$ cat config.mk
export PLATFORM = sky130hd
export DESIGN_NAME = imem_loader
export DESIGN_NICKNAME = d
export VERILOG_FILES = /design/src/rtl/imem_loader_pkg.sv /design/src/rtl/imem_loader_byte_packer.sv /design/src/rtl/imem_loader.sv
export SDC_FILE = /design/constraint.sdc
export NUM_CORES = 1
export LEC_CHECK = 0
export BUFFER_PORTS_ARGS = -buffer_cell sky130_fd_sc_hd__buf_2
export CAP_MARGIN = 25
export CORE_MARGIN = 2
export CORE_UTILIZATION = 55
export DETAILED_ROUTE_END_ITERATION = 7
export HOLD_SLACK_MARGIN = 0.15
export PLACE_DENSITY = 0.81
export SYNTH_ARGS = -nofsm -noshare
export SYNTH_HDL_FRONTEND = slang
export SYNTH_HIERARCHICAL = 1
export SYNTH_SLANG_ARGS = --single-unit
export TNS_END_PERCENT = 10
$ cat constraint.sdc
create_clock -name clk -period 7.2 [get_ports clk]
set_input_delay 0 -clock clk [delete_from_list [all_inputs] [get_ports clk]]
set_output_delay 0 -clock clk [all_outputs]
set_load 0.005 [all_outputs]
$ cat src/rtl/imem_loader_pkg.sv
// Shared types and constants for the instruction-memory loader.
package imem_loader_pkg;

    typedef enum logic [2:0] {
        ST_IDLE,
        ST_LEN,
        ST_DATA,
        ST_WRITE,
        ST_CSUM,
        ST_DONE,
        ST_ERR
    } state_t;

    localparam int WORD_BYTES         = 4;
    localparam int IMEM_DEPTH_DEFAULT = 64;

endpackage

$ cat src/rtl/imem_loader_byte_packer.sv
// Little-endian byte-to-word assembler; byte i lands in bits [8i+7:8i].
// word_next shows the word including the byte being accepted this cycle.
module imem_loader_byte_packer
    import imem_loader_pkg::*;
(
    input  logic        clk,
    input  logic        reset,
    input  logic        clear,
    input  logic        take,
    input  logic [7:0]  din,
    input  logic [1:0]  last_idx,
    output logic [31:0] word,
    output logic [31:0] word_next,
    output logic        word_valid
);

    logic [1:0] idx;

    always_comb begin
        word_next = word;
        word_next[8*idx +: 8] = din;
        word_valid = take && (idx == last_idx);
    end

    always_ff @(posedge clk or negedge reset) begin
        if (!reset) begin
            word <= '0;
            idx  <= '0;
        end else if (clear) begin
            word <= '0;
            idx  <= '0;
        end else if (take) begin
            word <= word_next;
            idx  <= word_valid ? 2'd0 : idx + 2'd1;
        end
    end

endmodule

$ cat src/rtl/imem_loader.sv
// Byte-stream program loader driving the instruction RAM write port.
// Define IMEM_LOADER_CHECKSUM_EN to require a 32-bit sum trailer after the data.
module imem_loader
    import imem_loader_pkg::*;
#(
    parameter int DEPTH = IMEM_DEPTH_DEFAULT,
    parameter int LEN_W = 16
) (
    input  logic        clk,
    input  logic        reset,
    input  logic        start,
    input  logic        in_valid,
    input  logic [7:0]  in_data,
    output logic        in_ready,
    output logic        mem_we,
    output logic [31:0] mem_addr,
    output logic [31:0] mem_wdata,
    output logic        busy,
    output logic        done,
    output logic        error,
    output logic        cpu_hold
);

    localparam int          WCNT_W    = $clog2(DEPTH + 1);
    localparam logic [1:0]  LEN_LAST  = 2'(LEN_W / 8 - 1);
    localparam logic [1:0]  WORD_LAST = 2'(WORD_BYTES - 1);
    localparam logic [31:0] DEPTH_W   = 32'(DEPTH);
`ifdef IMEM_LOADER_CHECKSUM_EN
    localparam state_t      ST_TAIL   = ST_CSUM;
`else
    localparam state_t      ST_TAIL   = ST_DONE;
`endif

    state_t              state, state_n;
    logic [LEN_W-1:0]    len;
    logic [WCNT_W-1:0]   wcnt;
    logic                take;
    logic                pk_clear;
    logic                pk_valid;
    logic [1:0]          pk_last;
    logic [31:0]         pk_word;
    logic [31:0]         pk_word_next;
    logic                last_word;
`ifdef IMEM_LOADER_CHECKSUM_EN
    logic [31:0]         csum;
`endif

    assign take      = in_valid && in_ready;
    assign last_word = (32'(wcnt) + 32'd1) == 32'(len);

    imem_loader_byte_packer u_packer (
        .clk        (clk),
        .reset      (reset),
        .clear      (pk_clear),
        .take       (take),
        .din        (in_data),
        .last_idx   (pk_last),
        .word       (pk_word),
        .word_next  (pk_word_next),
        .word_valid (pk_valid)
    );

    always_ff @(posedge clk or negedge reset) begin
        if (!reset) state <= ST_IDLE;
        else        state <= state_n;
    end

    always_comb begin
        state_n  = state;
        in_ready = 1'b0;
        pk_clear = 1'b0;
        pk_last  = WORD_LAST;
        case (state)
            ST_IDLE: begin
                if (start) begin
                    state_n  = ST_LEN;
                    pk_clear = 1'b1;
                end
            end
            ST_LEN: begin
                in_ready = 1'b1;
                pk_last  = LEN_LAST;
                // Unused upper header bytes stay zero, so the full word is the length.
                if (pk_valid) begin
                    if (pk_word_next == 32'd0)       state_n = ST_TAIL;
                    else if (pk_word_next > DEPTH_W) state_n = ST_ERR;
                    else                             state_n = ST_DATA;
                end
            end
            ST_DATA: begin
                in_ready = 1'b1;
                if (pk_valid) state_n = ST_WRITE;
            end
            ST_WRITE: begin
                state_n = last_word ? ST_TAIL : ST_DATA;
            end
`ifdef IMEM_LOADER_CHECKSUM_EN
            ST_CSUM: begin
                in_ready = 1'b1;
                if (pk_valid) state_n = (pk_word_next == csum) ? ST_DONE : ST_ERR;
            end
`endif
            ST_DONE, ST_ERR: begin
                if (start) begin
                    state_n  = ST_LEN;
                    pk_clear = 1'b1;
                end
            end
            default: state_n = ST_IDLE;
        endcase
    end

    always_ff @(posedge clk or negedge reset) begin
        if (!reset) begin
            len  <= '0;
            wcnt <= '0;
        end else begin
            if (pk_clear) wcnt <= '0;
            if (state == ST_LEN && pk_valid) len <= pk_word_next[LEN_W-1:0];
            if (state == ST_WRITE) wcnt <= wcnt + 1'b1;
        end
    end

`ifdef IMEM_LOADER_CHECKSUM_EN
    always_ff @(posedge clk or negedge reset) begin
        if (!reset)                 csum <= '0;
        else if (pk_clear)          csum <= '0;
        else if (state == ST_WRITE) csum <= csum + pk_word;
    end
`endif

    assign mem_we    = (state == ST_WRITE);
    assign mem_addr  = {{(30 - WCNT_W){1'b0}}, wcnt, 2'b00};
    assign mem_wdata = pk_word;
    assign busy      = (state == ST_LEN) || (state == ST_DATA) ||
                       (state == ST_WRITE) || (state == ST_CSUM);
    assign done      = (state == ST_DONE);
    assign error     = (state == ST_ERR);
    assign cpu_hold  = busy;

endmodule

# Word level (Yosys, flattened, before mapping)
# Cells that the tools add are included.
[op_classes]
n_addsub = 4
magnitude_cmp = 1
n_eq_ne = 11
shift = 2
mux = 19
reduce_logical = 13
[op_table]
columns = ["operator", "count"]
rows = [
  ["32-bit two-way mux", 2],
  ["5-bit negator with 34-bit output", 1],
  ["8-bit by 34-bit variable shift with 32-bit output, first input constant", 1],
  ["8-bit by 34-bit indexed part select with 32-bit output", 1],
  ["32-bit bitwise mux", 1],
  ["32-bit by 7-bit > comparator with 1-bit output, second input constant", 1],
  ["32-bit zero test", 1],
  ["3-bit two-way mux", 6],
  ["8-bit by 16-bit == test with 1-bit output", 1],
  ["7-bit two-way mux", 2],
  ["3-bit one-hot mux with 4 select lines", 1],
  ["3-bit == test, second input constant", 3],
  ["7-bit by 1-bit adder with 8-bit output, second input constant", 1],
  ["2-bit two-way mux", 4],
  ["7-bit by 1-bit adder with 7-bit output, second input constant", 1],
  ["3-bit by 2-bit == test with 1-bit output, second input constant", 2],
  ["2-bit inequality test, second input constant", 2],
  ["2-bit nonzero test", 2],
  ["3-bit by 1-bit == test with 1-bit output, second input constant", 1],
  ["1-bit logical AND", 3],
  ["3-bit zero test", 1],
  ["1-bit logical OR", 3],
  ["1-bit two-way mux", 3],
  ["3-bit AND reduction", 1],
  ["other kinds (5)", 5],
]
[word_totals]
ff_bits = 60
input_bits = 12
output_inout_bits = 70
word_cells = 55

# Logic depth before layout (Yosys ltp)
# Gate-level depths: netlist of run 1.
[logic_depth]
word_depth = 8
depth_mapped = 14
depth_no_buf = 11

# Modules after synthesis
# The synthesis of run 1 kept the hierarchy.
[modules_own_cells]
columns = ["mod", "instances", "cells_each", "area_each_um2"]
rows = [
  ["imem_loader_byte_packer", 1, 211, 2000.7],
  ["imem_loader", 1, 180, 1747.9],
]

# Least setup slack after synthesis of run 1
# Ideal clock, no wire load.
[synth_path]
kind = "reg-to-reg"
from = "reg u_packer.idx[0]"
to = "reg state[0]"
setup_time_ns = 0.064
arrival_time_ns = 2.905
t_required_ns = 7.136
path_slack_ns = 4.231
stages_incl_launch_ff = 15
period_less_slack_ns = 2.969
cell_sequence = "dfrtp_1 buf_4 inv_2 ha_1 and3b_1 buf_2 and2_1 buf_4 a22o_1 nor4_1 nand4_1 nor4_1 nor4_1 a21oi_1 a31o_2"
[synth_between]
elab_chain_cells = 7
[synth_lines]
columns = ["element", "line_no", "source"]
rows = [
  ["from (decl)", "imem_loader_byte_packer.sv:17", "logic [1:0] idx;"],
  ["from (signal assigned)", "imem_loader_byte_packer.sv:34", "idx <= word_valid ? 2'd0 : idx + 2'd1;"],
  ["5-bit negator with 34-bit output *", "imem_loader_byte_packer.sv:21", "word_next[8*idx +: 8] = din;"],
  ["8-bit by 34-bit indexed part select with 32-bit output / 8-bit by 34-bit variable shift with 32-bit output (equally long branches)", "imem_loader_byte_packer.sv:21", ""],
  ["32-bit bitwise mux *", "imem_loader_byte_packer.sv:21", ""],
  ["via pk_word_next[12]", "imem_loader.sv:42", "logic [31:0] pk_word_next;"],
  ["32-bit zero test *", "imem_loader.sv:85", "if (pk_word_next == 32'd0) state_n = ST_TAIL;"],
  ["3-bit two-way mux *", "imem_loader.sv:85", ""],
  ["3-bit two-way mux *", "imem_loader.sv:84", "if (pk_valid) begin"],
  ["3-bit one-hot mux with 4 select lines *", "imem_loader.sv:73", "case (state)"],
  ["to (signal assigned)", "imem_loader.sv:65", "else state <= state_n;"],
  ["to (decl)", "imem_loader.sv:34", "state_t state, state_n;"],
]
# Mark *: on every way through the listed nets, which the timed path passes. The rest lies on a longest branch. The select of a mux whose other input is x is not followed.
# A chain may end at the register's enable or synchronous reset.

# Final worst setup path of run 1
# Same ends and word-level chain as after synthesis.

==> flow_metrics.py, run 1 <==
metrics = {
    "critical_path": {
        "crit_fanout": 19,
        "crit_slowest_cell": "dfrtp_1",
        "crit_family": "simple AND/OR/NAND/NOR gates",
        "crit_buf_inv": 1,
        "cp_cell_sequence": "inv_2 > ha_1 > nor4b_4 > and2_1 > a22o_1 > nor3_1 > nand3_1 > nor4_1 > nor4_1 > a21oi_1 > a31o_2",
        "cpPeakStageDelay_ns": 0.67,
        "crit_required_ns": 7.44,
        "critPathCaptureType": "register",
        "worstSetupPathType": "register to register",
        "cpMostUsedCell": "nor4_1",
        "worstSetupStartpointType": "register",
        "worstPathArrival_ns": 3.66,
    },
    "synth": {
        "synth_edf_count": 0,
        "muxShareOfSynthArea_pct": 5.107,
        "ys_seq_area_share_pct": 40.05,
        "synth_area_um2": 3749,
        "ys.flop_type": "dfrtp_1",
        "synthAdderAreaFrac_pct": 2.003,
        "syn_inst": 391,
        "synth-simple-area-share_pct": 20.09,
        "synth_seq_cells": 60,
        "synth_top_family_by_area": "simple AND/OR/NAND/NOR gates",
        "synth_compound_area_share_pct": 19.13,
        "synthXorXnorAreaFrac_pct": 3.271,
        "synth.avg_cell_area_um2": 9.587,
        "synthDistinctLibCells": 55,
        "synth-async-reset-ratio_pct": 100.0,
        "ys_warn_count": 6,
    },
    "route": {
        "detail_route.first_pass.iterations": 5,
        "vias_per_cell": 6.151,
        "ant_nets": 0,
        "drt_wl_total_um": 9308,
        "vias": 3260,
        "drtIter0Drc": 305,
        "drc": 0,
        "wl_per_cell_um": 17.56,
    },
    "timing": {
        "fin_hold_ws_ns": 0.2076,
        "tightest_slew_ns": 0.7731,
        "fin_crit_sh_pct": 47.44,
        "relSlewSlack_pct": 48.41,
        "skew_ns": 0.009791,
        "setup_tns_ns": 0,
        "rsz0062_at_grt": "no",
        "hold_viol": 0,
        "timing.fmax_mhz": 292.8,
        "slew_violations": 0,
        "setup_viol": 0,
        "fin_crit_ns": 3.416,
    },
    "final_layout": {
        "drive_gt1_share_pct": 21.11,
        "final_area_um2": 4185,
        "layout.nets": 463,
        "syn_to_final_growth_pct": 11.65,
        "antenna_cells": 0,
        "nFillCells": 535,
        "fin_util_pct": 62.64,
    },
    "cts": {
        "root_buffer": "clkbuf_8",
        "cts_sinks": 60,
        "cts_tree": "yes",
        "cts_max_level": 3,
        "path_clk_slew_ns": 0.07,
        "clock_latency_ns": 0.35,
        "cts_repair_resize_count": 0,
        "cts_buffers": 9,
        "cts_buffer_depth": 2,
    },
    "die": {
        "num_rows": 30,
        "core_um2": 6681,
        "start_util_pct": 56.10,
        "pin_count": 82,
        "die_area_um2": 7492,
        "die_w_um": 86.56,
        "die_height_um": 86.56,
    },
    "job": {
        "drv_cap": 0,
    },
    "global_route": {
        "overflow": 0,
        "grt_pass1_wl_um": 15100,
        "grt_max_degree": 61,
        "grt_pass1_vias": 3037,
        "antenna_found_initial": 0,
        "grt.total_usage_pct": 26.17,
    },
    "placement": {
        "port_buffers": 56,
        "placed_area_um2": 3899,
        "dp_hpwl_um": 6469,
        "gp_congestion": 0.8834,
    },
    "hold_path": {
        "hp-class": "input pin to register",
    },
    "run_status": {
        "outcome": "finished, final reports clean",
    },
    "power_and_ir_drop": {
        "powerDensity_nw_per_um2": 346.6,
        "vdd_drop_max_v": 0.0001915,
        "leakage_nw": 2.061,
    },
}
-- flip-flops by register name (all words and copies together) (netlist names) --
register,count
wcnt,7
state,3
u_packer/idx,2
u_packer/word,32
len,16
-- routing by layer --
metal / up-vias / wire [um] / GRT usage [%]
met1: 1537 / 3798 / 34.19
met4: 0 / 357 / 14.91
met3: 42 / 767 / 6.476
li1: 1497 / - / -
met2: 184 / 4385 / 39.65
met5: - / 0 / 0
-- report_power, final --
part | internal [W] | switching, W | total [W] | leakage (nW)
Sequential | 0.000394 | 0.0000847 | 0.000479 | 0.826
Combinational | 0.000276 | 0.000416 | 0.000691 | 1.14
Clock | 0.000153 | 0.000127 | 0.000280 | 0.0937
-- worst min-delay path, stage by stage --
cell and delay (ns):
buf_2 0.09, and2_1 0.24, nand4_1 0.12, a21oi_1 0.06
-- logic make-up after synthesis --
group,Yosys count
AND/OR/NAND/NOR,132
adder cells (fa/ha/maj),6
other,2
multiplexers,17
AO/OA/AOI/OAI,99
flip-flops,60
buffers and inverters,61
XOR/XNOR,14
-- synthesized netlist by cell type, types with 2 or more instances --
cell	instances	share of area, %
nor2b_1	2	0.33
inv_1	9	0.90
nor4_1	10	1.7
and2_1	6	1.0
nor2_1	22	2.2
conb_1	2	0.20
inv_2	2	0.20
nor3_1	3	0.40
xor2_1	4	0.93
xnor2_1	10	2.3
buf_6	3	0.90
o41ai_1	2	0.47
a21oi_1	23	3.1
nand4_1	23	3.8
and3b_1	2	0.47
nand3_1	3	0.40
mux2_2	7	2.1
a22o_1	32	7.5
a31o_2	2	0.47
and3_1	4	0.67
buf_4	33	6.6
buf_2	4	0.53
ha_1	6	2.0
and4b_1	6	1.6
nand2_1	36	3.6
a22oi_1	12	2.4
or3_1	3	0.50
o21ai_1	6	0.80
mux2_1	10	3.0
a211oi_1	3	0.60
clkbuf_1	8	0.80
o31ai_1	5	1.0
buf_1	2	0.20
dfrtp_1	60	40
nand3_2	2	0.53
o21ai_0	5	0.67
-- per-stage QoR --
step / setup WS, ns / total power [W] / cells
after floorplan: 4.231 / 0.001012 / 416
after global placement: 3.841 / 0.001123 / 504
after detailed placement: 3.738 / 0.001147 / 504
after CTS: 3.727 / 0.001434 / 529
after global routing: 3.610 / 0.001552 / 530
final: 3.784 / 0.001451 / 530
-- layout by cell type, fill, tap and decap left out, types with 7 or more instances in the layout --
cell           netlist  routed
a21oi_1             23      23
a22o_1              32      32
a22oi_1             12      12
buf_2                4      56
clkbuf_8             0      12
conb_1               2      27
dfrtp_1             60      60
dlygate4sd3_1        0       9
inv_1                9       9
mux2_1              10      10
mux2_2               7       7
nand2_1             36      36
nand4_1             23      23
nor2_1              22      22
nor4_1              10      10
xnor2_1             10      10
-- layout make-up --
| cell class | count | area (um2) | area share, % |
|---|---|---|---|
| clock inverter | 1 | 5.005 | 0.1196 |
| clock buffer | 15 | 176.4 | 4.215 |
| inverter | 11 | 41.29 | 0.9865 |
| sequential | 60 | 1501 | 35.87 |
| multi-input combinational | 295 | 1961 | 46.85 |
| tap | 80 | 100.1 | 2.392 |
| timing repair buffer | 68 | 400.4 | 9.567 |
-- repair_timing --
item | in CTS | in global routing
endpoints found under the hold margin | 80 | 0
buffers inserted | 0 | 0
hold buffers | 9 | 0
-- path summary, 6_finish.rpt --
check                                            start                       endpoint  slack (ns)  cells after the start
hold reg to reg                    len[12]$_DFFE_PN0P_            len[12]$_DFFE_PN0P_        0.49                      1
hold / removal                                in_valid   u_packer/word[5]$_DFFE_PN0P_        0.21                      4
min in group asynchronous                        reset            wcnt[3]$_DFFE_PN0P_        0.33                      3
max in group asynchronous                        reset  u_packer/word[25]$_DFFE_PN0P_        6.36                      3
setup / recovery           u_packer/idx[0]$_DFFE_PN0P_           state[0]$_DFFE_PN0P_        3.78                     11
setup reg to reg           u_packer/idx[0]$_DFFE_PN0P_           state[0]$_DFFE_PN0P_        3.78                     11
No activity file was read; power rests on OpenSTA's default activity.
==> run 2: changes to the inputs <==
--- a/config.mk
+++ b/config.mk
@@ -8,10 +8,10 @@
 export BUFFER_PORTS_ARGS = -buffer_cell sky130_fd_sc_hd__buf_2
 export CAP_MARGIN = 25
 export CORE_MARGIN = 2
-export CORE_UTILIZATION = 55
+export CORE_UTILIZATION = 50
 export DETAILED_ROUTE_END_ITERATION = 7
 export HOLD_SLACK_MARGIN = 0.15
-export PLACE_DENSITY = 0.81
+export PLACE_DENSITY = 0.77
 export SYNTH_ARGS = -nofsm -noshare
 export SYNTH_HDL_FRONTEND = slang
 export SYNTH_HIERARCHICAL = 1
==> constraint.sdc (replaced) <==
create_clock -name clk -period 2.8 [get_ports clk]
set_input_delay 0 -clock clk [delete_from_list [all_inputs] [get_ports clk]]
set_output_delay 0 -clock clk [all_outputs]
set_load 0.005 [all_outputs]
==> run 2 against run 1 <==
Hold slack gained 0.017 ns; cell area grew 4.5%; sequential share of layout area shrank 1.5 points; non-clock buffer count grew 12; setup slack lost 3.6 ns; critical path depth is the same; first-iteration DRC count grew 19%; critical endpoint unchanged; highest routed layer unchanged.
==> flow_metrics.py, run 2 (synthesized netlist as in run 1, its figures left out) <==
metrics = {
    "placement": {
        "dp_hpwl_um": 6851,
        "port_buffers": 56,
        "placed_cells": 536,
        "placed_area_um2": 4043,
        "gp_congestion": 0.8877,
    },
    "power_and_ir_drop": {
        "vdd_drop_max_v": 0.0003393,
        "powerDensity_nw_per_um2": 906.4,
        "leakage_nw": 2.140,
    },
    "final_layout": {
        "top_regs": "u_packer/word: 32 flops, len: 16 flops, wcnt: 7 flops",
        "nFillCells": 619,
        "final_common_cell": "dfrtp_1",
        "seqCellArea_um2": 1504,
        "drive_gt1_share_pct": 26.03,
        "final_area_um2": 4374,
        "largest_reg_flops": 32,
        "multi_input_area_um2": 2028,
        "antenna_cells": 0,
        "fin_cells": 560,
        "top_register": "u_packer/word",
        "final_cell_mix": "dfrtp_1, buf_2, nand2_1, a22o_1, conb_1",
        "layout.nets": 475,
        "syn_to_final_growth_pct": 16.69,
    },
    "run_status": {
        "outcome": "finished, final reports clean",
    },
    "critical_path": {
        "cp_cell_sequence": "inv_4 > ha_4 > and3b_1 > and2_1 > a22o_1 > nor4_1 > nand4_1 > nor4_2 > nor4_1 > a21oi_1 > a31o_2",
        "cpPeakStageDelay_ns": 0.46,
        "worstSetupStartpointType": "register",
        "critPathCaptureType": "register",
        "crit_fanout": 8,
        "worstSetupPathType": "register to register",
        "crit_slowest_cell": "dfrtp_2",
        "worstPathArrival_ns": 2.89,
        "cpMostUsedCell": "nor4_1",
        "crit_required_ns": 3.08,
    },
    "cts": {
        "cts_buffers": 9,
        "cts_sinks": 60,
        "cts_tree": "yes",
        "postCtsSetupRepairBufs": 0,
        "path_clk_slew_ns": 0.06,
        "clock_latency_ns": 0.34,
        "cts_buffer_depth": 2,
        "root_buffer": "clkbuf_8",
        "cts_max_level": 3,
    },
    "route": {
        "ant_nets": 0,
        "vias_per_cell": 6.068,
        "drc": 0,
        "vias": 3398,
        "detail_route.first_pass.iterations": 6,
        "wl_per_cell_um": 17.53,
        "drtIter0Drc": 364,
        "drt_wl_total_um": 9814,
    },
    "die": {
        "core_um2": 7253,
        "die_w_um": 90.59,
        "pin_count": 82,
        "num_rows": 31,
        "die_height_um": 90.59,
        "start_util_pct": 51.68,
        "die_area_um2": 8206,
    },
    "global_route": {
        "overflow": 0,
        "grt_pass1_vias": 3034,
        "grt_pass1_wl_um": 15130,
        "grt.total_usage_pct": 23.20,
        "grt_max_degree": 35,
        "antenna_found_initial": 0,
    },
    "timing": {
        "slew_violations": 0,
        "tightest_slew_ns": 0.6808,
        "fin_crit_ns": 2.618,
        "fin_crit_sh_pct": 93.51,
        "setup_viol": 0,
        "timing.fmax_mhz": 381.9,
        "relSlewSlack_pct": 54.61,
        "hold_viol": 0,
        "skew_ns": 0.01226,
        "fin_hold_ws_ns": 0.2244,
    },
    "hold_path": {
        "hp-class": "input pin to register",
    },
    "job": {
        "drv_cap": 0,
    },
}
## run 2: changes by cell type in the layout (fill, tap and decap cells not counted), moves of 2 or more
cell,change
dfrtp_1,-2
nor4_2,+6
nor4_1,-6
ha_4,+2
clkbuf_1,-2
dfrtp_2,+2
ha_1,-2
buf_4,+12
## run 2: final timing paths
path	startpoint	end	slack, ns	cells after the start
max reg2reg	u_packer/idx[0]$_DFFE_PN0P_	state[0]$_DFFE_PN0P_	0.18	11
min in group asynchronous	reset	wcnt[3]$_DFFE_PN0P_	0.24	2
max in group asynchronous	reset	len[14]$_DFFE_PN0P_	1.71	3
max	u_packer/idx[0]$_DFFE_PN0P_	state[0]$_DFFE_PN0P_	0.18	11
min	start	state[1]$_DFFE_PN0P_	0.22	6
min reg2reg	len[13]$_DFFE_PN0P_	len[13]$_DFFE_PN0P_	0.49	1
## run 2: worst max-delay path: cells and delay by family, from the launching register on
| family | cells | cell delay (ns) |
|---|---|---|
| compound gates | 3 | 0.53 |
| fa+ha+maj | 1 | 0.24 |
| buf+inv | 1 | 0.12 |
| flops | 1 | 0.46 |
| simple gates | 6 | 1.20 |
## run 2: area by class of cell
| class | count | area share (%) |
|---|---|---|
| repair buffers | 80 | 11.13 |
| well taps | 99 | 2.832 |
| flip-flops and latches | 60 | 34.38 |
| multi-input cells | 295 | 46.37 |
| clock buffers | 14 | 4.176 |
| inverters | 11 | 1.001 |
| clock inverters | 1 | 0.1144 |
## run 2: layer usage
metal  vias up  GRT usage, %  share of wire, %
met5         -             0                 0
met4         0         10.90               3.1
met3        29         4.508               7.3
met2       178         36.07                48
met1      1668         31.26                41
li1       1523             -                 -
## run 2: per-stage QoR
stage	utilization (%)	setup WS, ns	power (W)	setup TNS (ns)
after floorplan	-	-0.004768	0.002652	-0.004768
after global placement	55.74	0.1223	0.003066	0
final	60.31	0.1818	0.003965	0
after global routing	60.31	-0.004560	0.004202	-0.006915
after CTS	59.70	0.02749	0.003899	0
after detailed placement	55.74	-0.009590	0.003128	-0.009590
## run 2: timing repair
action	in CTS	in global routing
endpoints found under the setup margin	1	3
gates resized for setup	2	9
pin swaps	1	4
hold buffers	9	0
hold endpoints to repair	49	0
## run 2: power by group
part           switching, W  internal, W  leakage (nW)
logic               0.00118     0.000855          1.22
registers          0.000179      0.00102         0.823
clock network      0.000324     0.000412        0.0986
total               0.00168      0.00229          2.14
